<file path="src/rtl/bbs_bit_packer.sv">
// bbs_bit_packer: packs the BBS serial bit stream (optionally von Neumann debiased) into words behind a show-ahead valid/ready FIFO
//   in_bit/in_valid  : one generator bit per valid cycle
//   flush            : emit the partial word left-justified and zero-padded
//   out_word/out_valid/out_ready : FIFO head word and handshake
//   level/drop_cnt/busy : occupancy, saturating dropped-word count, partial data held
module bbs_bit_packer #(
    parameter int OUT_W  = 16,
    parameter int DEPTH  = 4,
    parameter bit DEBIAS = 0,
    parameter int CNT_W  = 8
) (
    input  logic                    clk,
    input  logic                    reset,
    input  logic                    in_bit,
    input  logic                    in_valid,
    input  logic                    flush,
    output logic [OUT_W-1:0]        out_word,
    output logic                    out_valid,
    input  logic                    out_ready,
    output logic [$clog2(DEPTH):0]  level,
    output logic [CNT_W-1:0]        drop_cnt,
    output logic                    busy
);
    localparam int CW = $clog2(OUT_W + 1);
    localparam int PW = $clog2(DEPTH);
    localparam logic [PW:0] FULL = DEPTH[PW:0];
    logic [OUT_W-1:0] sr, sr_n, word;
    logic [CW-1:0] cnt, cnt_n;
    logic pair_full, pair_bit, acc, acc_bit, push, pop, wr, drop;
    logic [OUT_W-1:0] mem [DEPTH];
    logic [PW-1:0] wp, rp;
    // A word completes when cnt_n reaches OUT_W (shift of 0); a flush
    // left-justifies the n live low bits, pushing stale upper bits out.
    always_comb begin
        acc     = DEBIAS ? in_valid && pair_full && pair_bit != in_bit : in_valid;
        acc_bit = DEBIAS ? pair_bit : in_bit;
        sr_n    = acc ? {sr[OUT_W-2:0], acc_bit} : sr;
        cnt_n   = cnt + CW'(acc);
        word    = sr_n << (CW'(OUT_W) - cnt_n);
        push    = cnt_n == CW'(OUT_W) || (flush && cnt_n != '0);
        pop     = out_valid && out_ready;
        wr      = push && (level != FULL || pop);
        drop    = push && !wr;
    end
    always_ff @(posedge clk) begin
        if (reset) begin
            sr        <= '0;
            cnt       <= '0;
            pair_full <= 1'b0;
            pair_bit  <= 1'b0;
            wp        <= '0;
            rp        <= '0;
            level     <= '0;
            drop_cnt  <= '0;
        end else begin
            sr        <= sr_n;
            cnt       <= push ? '0 : cnt_n;
            pair_full <= flush ? 1'b0 : pair_full ^ (DEBIAS && in_valid);
            pair_bit  <= in_valid && !pair_full ? in_bit : pair_bit;
            wp        <= wp + PW'(wr);
            rp        <= rp + PW'(pop);
            level     <= level + (PW+1)'(wr) - (PW+1)'(pop);
            drop_cnt  <= drop && !(&drop_cnt) ? drop_cnt + CNT_W'(1) : drop_cnt;
        end
    end
    always_ff @(posedge clk) begin
        if (wr) mem[wp] <= word;
    end
    assign out_valid = level != '0;
    assign out_word  = out_valid ? mem[rp] : '0;
    assign busy      = cnt != '0 || pair_full;
endmodule

</file>
<file path="config.mk">
export PLATFORM = sky130hd
export DESIGN_NAME = bbs_bit_packer
export DESIGN_NICKNAME = d
export VERILOG_FILES = /design/src/rtl/bbs_bit_packer.sv
export SDC_FILE = /design/constraint.sdc
export NUM_CORES = 1
export LEC_CHECK = 0
export CAP_MARGIN = 20
export CORE_MARGIN = 4
export CORE_UTILIZATION = 55
export CTS_CLUSTER_SIZE = 40
export DETAILED_ROUTE_END_ITERATION = 12
export PLACE_DENSITY = 0.73
export SYNTH_ARGS = -nofsm -noshare
export SYNTH_HDL_FRONTEND = slang
export SYNTH_SLANG_ARGS = --single-unit
</file>
<file path="constraint.sdc">
create_clock -name clk -period 9.5 [get_ports clk]
set_input_delay 1.9 -clock clk [delete_from_list [all_inputs] [get_ports clk]]
set_output_delay 1.9 -clock clk [all_outputs]
set_load 0.02 [all_outputs]
</file>
==> summary.md, run 1 <==
| Metric | Value |
|---|---|
| Status | `finished clean` |
| Setup CP Type | `in -> reg` |
| PD cells | `214 nW/um2` |
| RSZ-0062 raised after global routing | `no` |
| Htree depth | `3` |
| Worst hold-check path type | `reg -> reg` |
| PostCTS Resize Cnt | `0` |
| Hpwl dp | `6.52 mm` |
| First-pass GRT wire length | `15.9 mm` |
| CP arrival | `6.66 ns` |
| Detail Route Antenna Nets | `0` |
| Cells along the critical path | `buf_2 > ha_1 > inv_1 > ha_1 > and3_1 > nand3_1 > o31ai_4 > nor2_1 > nand2_1 > inv_1 > a21o_1 > ha_1 > inv_1 > fa_1 > xor2_1 > xnor2_1 > nor2_1` |
| Reg2Reg Setup Slack | `4.90 ns` |
| Flops & latches, synth | `100` |
| Mapped Cells | `419` |
| Postcts setup bufs | `0` |
| Hold EP | `sr[15]` |
| Sequential share of power | `43.5%` |
| Wire per inst | `16.7 um` |
| Gr ovfl total | `0` |
| Adder-Cell Fraction of Synth Area | `2.13%` |
| Compound-Gate Fraction of Synth Area | `7.79%` |
| Syn Nets | `433` |
| CTS tree | `built` |
| Max transition margin | `29.5%` |
| Worst path bufs/invs | `4` |
| Int Pwr | `810 uW` |
| Post-synth EDFFs | `64` |
| Comb power frac | `35.4%` |
| Post-synthesis sequential area ratio | `52.4%` |
| Worst Reg-to-Reg Cells | `16` |
| Delay-heaviest family, CP | `adder cells` |
| Hold_buf cts | `0` |
| Final number of setup-violating endpoints | `0` |
| Max Clk Rate | `156 MHz` |
| Row count | `34` |
| Vias per cell | `5.86` |
| IO Count | `35` |
| Ys Warns | `0` |
| Antenna violations before repair | `0` |
| Root buffer cell | `clkbuf_8` |
| Share of cells above drive strength 1 | `13.5%` |
| Register Area | `2640 um2` |
| Via count | `3234` |
| GRT Total Usage | `18.0%` |
| VDD IR max | `98.4 uV` |
| Leakage | `1.94 nW` |
| Unique masters post-synth | `58` |
| Slowest stage delay, CP | `0.97 ns` |
| Initial Utilization | `57.3%` |
| Synth Area in XOR/XNOR | `2.08%` |
| Die W | `104 um` |
| Tot Pwr | `1.21 mW` |
| Worst-path clk slew | `0.10 ns` |
| Slew Viols, Final | `0` |
| Die ar. | `10800 um2` |
| Top FF cell, synth | `edfxtp_1` |
| Clock Latency Late Sink | `0.36 ns` |
| Synthesized cell area | `5040 um2` |
| Asr flop ratio synth | `0%` |
| Worst R2R End | `level[2]` |
| Core Area | `8810 um2` |
| Worst hold stages | `2` |
| Main combinational cell family by area after synthesis | `multiplexers` |
| Crit-path slowest cell | `ha_1` |
| Placed instance area | `5430 um2` |
| Hold Fails Final Rpt | `0` |
| First-pass iteration count of the detailed router | `5` |
| Vias in the first global route | `3183` |
| Worst Hold Launch | `sr[15]` |
| Filler cell count | `679` |
| Routability Congestion | `0.932` |
| Slew @ Worst Pin | `1.06 ns` |
| Clock power share | `21.1%` |
| Period utilisation layout | `67.6%` |
| P&R area growth vs syn | `11.4%` |
| Post-layout min period | `6.42 ns` |
| Diodes inserted | `0` |
| Area of the multi-input gates | `2230 um2` |
| Fin Setup TNS | `0 ns` |
| R2r startpoint | `cnt[0]` |
| Final wirelength | `9.23 mm` |
| Psw | `396 uW` |
| WP data required | `9.74 ns` |
| CTS buffer count | `9` |
| Pin count of the biggest net entering global routing | `40` |
| Design Area, Final | `5620 um2` |
| Crit end category | `register` |
| PortBufs | `34` |
| Drc violations | `0` |
| Number of clock sinks | `100` |
| Maxcap violations | `0` |
| CTS max path bufs | `2` |
| Avg Inst Size Synth | `12.0 um2` |
| Crit-path max FO | `34` |
| Sw Share | `32.8%` |
| Synth Area in Simple Gates | `14.6%` |
| Die H | `104 um` |
| Post-synthesis mux area share | `17.2%` |
| Initial drt markers | `185` |
| Final Net Count | `453` |
| Critical Path Start Type | `input port` |
| Max Clock Skew | `0.0146 ns` |
[flip-flops by register name, indices dropped and copies added, names as in the netlist]
register,count
cnt,5
mem,64
level,3
drop_cnt,8
wp,2
rp,2
sr,16
[cell usage after synthesis, types with 10 or more instances]
cell | count | area, um2
nand2_1 | 27 | 101
clkbuf_1 | 10 | 37.5
nor3_1 | 11 | 55.1
buf_2 | 11 | 55.1
a21oi_1 | 10 | 50.1
mux2i_1 | 44 | 440
o21ai_0 | 10 | 50.1
edfxtp_1 | 64 | 1920
nor2_1 | 50 | 188
mux4_2 | 16 | 360
and2_1 | 17 | 106
dfxtp_1 | 36 | 721
[how the worst max path moves through the flow]
stage,startpoint,to,cells after the start
6_report,in_valid,level[2],17
5_1_grt,in_valid,level[2],17
4_1_cts,in_valid,level[2],17
3_5_place_dp,in_valid,level[2],17
3_3_place_gp,in_valid,level[2],17
2_1_floorplan,in_valid,mem[1][0],12
[tightest hold or removal path: stages (launching register included)]
cell	delay, ns
dfxtp_1	0.34
mux2i_1	0.07
nor2_1	0.07
[layout make-up]
type / instances / share of cell area [%]
inverters: 7 / 0.467
clock inverters: 6 / 1.11
clock buffers: 10 / 2.27
well taps: 108 / 2.40
multi-input cells: 281 / 39.6
flip-flops and latches: 100 / 47.0
repair buffers: 40 / 7.12
[power by group through the flow]
stage          registers, mW  logic, mW  clock network (mW)
2_1_floorplan          0.524      0.296                   0
3_3_place_gp           0.543      0.402                   0
3_5_place_dp           0.537      0.431                   0
4_1_cts                0.527      0.432               0.263
5_1_grt                0.530      0.464               0.283
6_report               0.525      0.427               0.254
[layout by cell type, fill, tap and decap left out, types with 9 or more instances in the layout]
master and count:
edfxtp_1 64, nor2_1 50, and2_1 17, nor3_1 10, o21ai_0 10, clkdlybuf4s50_1 33, clkbuf_8 9, a21oi_1 10
mux2i_1 44, nand2_1 27, dfxtp_1 36, mux4_2 16
[per-layer routing]
metal  vias up  share of wire (%)  GRT usage (%)
met5         -                  0              0
met4         0               0.79           4.46
met3         7                4.5           3.86
met2        97                 49           29.4
met1      1544                 46           24.8
li1       1586                  -              -
[cells by family (layout without fill, tap and decap cells)]
| group | Yosys count | count (layout) |
|---|---|---|
| AND/OR/NAND/NOR | 142 | 142 |
| flip-flops | 100 | 100 |
| multiplexers | 66 | 66 |
| AO/OA/AOI/OAI | 53 | 53 |
| buffers and inverters | 38 | 63 |
| XOR/XNOR | 12 | 12 |
| adder cells (fa/ha/maj) | 8 | 8 |
[stage by stage]
stage	std cells	setup slack (ns)	hold WS, ns	utilization (%)
2_1_floorplan	419	4.26	0.456	-
3_3_place_gp	535	2.88	0.481	61.4
3_5_place_dp	536	2.68	0.489	61.7
4_1_cts	552	3.06	0.516	63.8
5_1_grt	552	2.52	0.552	63.8
6_report	552	3.08	0.506	63.8
(Power assumes the default switching activity.)
==> run 2, diff against run 1 <==
- CORE_UTILIZATION: 55 -> 53
- PLACE_DENSITY: 0.73 -> 0.74
- clock period: 9.5 -> 5.6 ns (I/O delays scaled with it)
==> summary.md, run 2 (synthesized netlist as in run 1, its figures left out) <==
| Metric | Value |
|---|---|
| WP data required | `5.87 ns` |
| Most common cell after layout, fill and taps aside | `edfxtp_1` |
| Top sig layer | `met4` |
| Core Area | `9240 um2` |
| Setup CP Type | `in -> reg` |
| Maxcap violations | `0` |
| Area of the multi-input gates | `2230 um2` |
| WL met2 | `4.47 mm` |
| Vias per cell | `5.63` |
| Wire length on met1 | `4.35 mm` |
| Hold_buf cts | `0` |
| CP arrival | `4.46 ns` |
| Leakage | `1.95 nW` |
| Post-layout min period | `4.19 ns` |
| Placed instance area | `5460 um2` |
| Die H | `106 um` |
| Critical Path Start Type | `input port` |
| Post-Place Worst Slack | `1.01 ns` |
| First-pass GRT wire length | `15.6 mm` |
| PD cells | `360 nW/um2` |
| IO Count | `35` |
| Die ar. | `11100 um2` |
| Crit end category | `register` |
| Slew Viols, Final | `0` |
| Initial drt markers | `163` |
| Crit-path slowest cell | `fa_1` |
| Max reg flops | `64` |
| CTS tree | `built` |
| Largest regs | `mem x64, sr x16, drop_cnt x8` |
| Postcts setup bufs | `0` |
| PostCTS Resize Cnt | `0` |
| VDD IR max | `156 uV` |
| Most frequent cells in the layout | `64 x edfxtp_1, 50 x nor2_1, 44 x mux2i_1, 36 x dfxtp_1, 33 x clkdlybuf4s50_1` |
| Worst-path clk slew | `0.11 ns` |
| Final worst slack | `1.41 ns` |
| Root buffer cell | `clkbuf_8` |
| Worst hold-check path type | `reg -> reg` |
| First-pass iteration count of the detailed router | `6` |
| Gr ovfl total | `0` |
| GRT Total Usage | `17.7%` |
| Diodes inserted | `0` |
| Pin count of the biggest net entering global routing | `40` |
| Fin Setup TNS | `0 ns` |
| Hpwl dp | `6.39 mm` |
| Initial Utilization | `54.6%` |
| Detail Route Antenna Nets | `0` |
| Register Area | `2640 um2` |
| CTS buffer count | `9` |
| Antenna violations before repair | `0` |
| RSZ-0062 raised after global routing | `no` |
| Max transition margin | `37.5%` |
| Wire per inst | `16.1 um` |
| Drc violations | `0` |
| Final wirelength | `9.26 mm` |
| Number of clock sinks | `100` |
| Slew @ Worst Pin | `0.930 ns` |
| Routability Congestion | `0.833` |
| Share of cells above drive strength 1 | `14.3%` |
| Slowest stage delay, CP | `0.37 ns` |
| P&R area growth vs syn | `11.8%` |
| Max Clock Skew | `0.0169 ns` |
| Final number of setup-violating endpoints | `0` |
| Final Core Density | `61.0%` |
| Status | `finished clean` |
| Crit-path max FO | `26` |
| PortBufs | `34` |
| Clock Latency Late Sink | `0.37 ns` |
| Htree depth | `3` |
| Row count | `35` |
| Vias in the first global route | `3069` |
| Period utilisation layout | `74.9%` |
| Hold Fails Final Rpt | `0` |
| Design Area, Final | `5640 um2` |
| CTS max path bufs | `2` |
| Met3 routed WL | `306 um` |
| Filler cell count | `757` |
| Die W | `106 um` |
| Cells along the critical path | `buf_2 > ha_1 > buf_4 > inv_1 > ha_1 > and3_1 > nand3_1 > o31ai_4 > nor2_1 > nand2_1 > inv_1 > a21o_1 > ha_1 > inv_1 > fa_1 > xor2_1 > xnor2_1 > nor2_1` |
| Final Net Count | `456` |
| Max Clk Rate | `238 MHz` |
| Via count | `3241` |
| Biggest register | `mem` |
run 2: cell count changes in the layout (fill, tap and decap cells not counted):
| cell | previous run | this run |
|---|---|---|
| clkinvlp_4 | 0 | 1 |
| inv_8 | 1 | 2 |
| inv_6 | 0 | 1 |
| clkbuf_1 | 1 | 0 |
| clkinv_4 | 4 | 1 |
| buf_16 | 1 | 0 |
| clkinv_2 | 0 | 2 |
| buf_4 | 5 | 9 |
| clkinv_8 | 1 | 0 |
run 2: power by group:
group | switching [mW] | internal [mW] | total, mW | leakage [nW]
registers | 0.0505 | 0.843 | 0.893 | 0.847
logic | 0.362 | 0.347 | 0.709 | 1.01
clock network | 0.259 | 0.168 | 0.427 | 0.0934
run 2: stage by stage:
stage	power (mW)	instances	hold slack [ns]
global placement	1.61	560	0.484
CTS	2.05	576	0.545
finish	2.03	576	0.526
detailed placement	1.63	560	0.521
floorplan	1.39	419	0.456
global route	2.15	576	0.587
run 2: cell type report:
type	count	area share [%]
tap	129	2.86
timing repair buffer	43	7.14
multi-input combinational	281	39.5
inverter	7	0.466
clock inverter	7	1.02
clock buffer	9	2.20
sequential	100	46.8
run 2: critical path, delay by kind of cell:
family / cells / cell delay [ns]
buf+inv: 5 / 0.78
simple gates: 5 / 0.97
xor+xnor: 2 / 0.29
fa+ha+maj: 4 / 1.07
compound gates: 2 / 0.23
run 2: worst paths after layout:
check	start	endpoint	slack, ns	cells after the start
max	in_valid	level[2]	1.41	18
min	sr[15]	sr[15]	0.53	2
max reg2reg	cnt[0]	level[2]	1.94	17
min reg2reg	sr[15]	sr[15]	0.53	2
run 2: layer usage:
| layer | up-vias | global-route usage [%] |
|---|---|---|
| met5 | - | 0 |
| met4 | 0 | 5.27 |
| met3 | 14 | 3.92 |
| met2 | 49 | 28.5 |
| met1 | 1584 | 24.0 |
| li1 | 1594 | - |
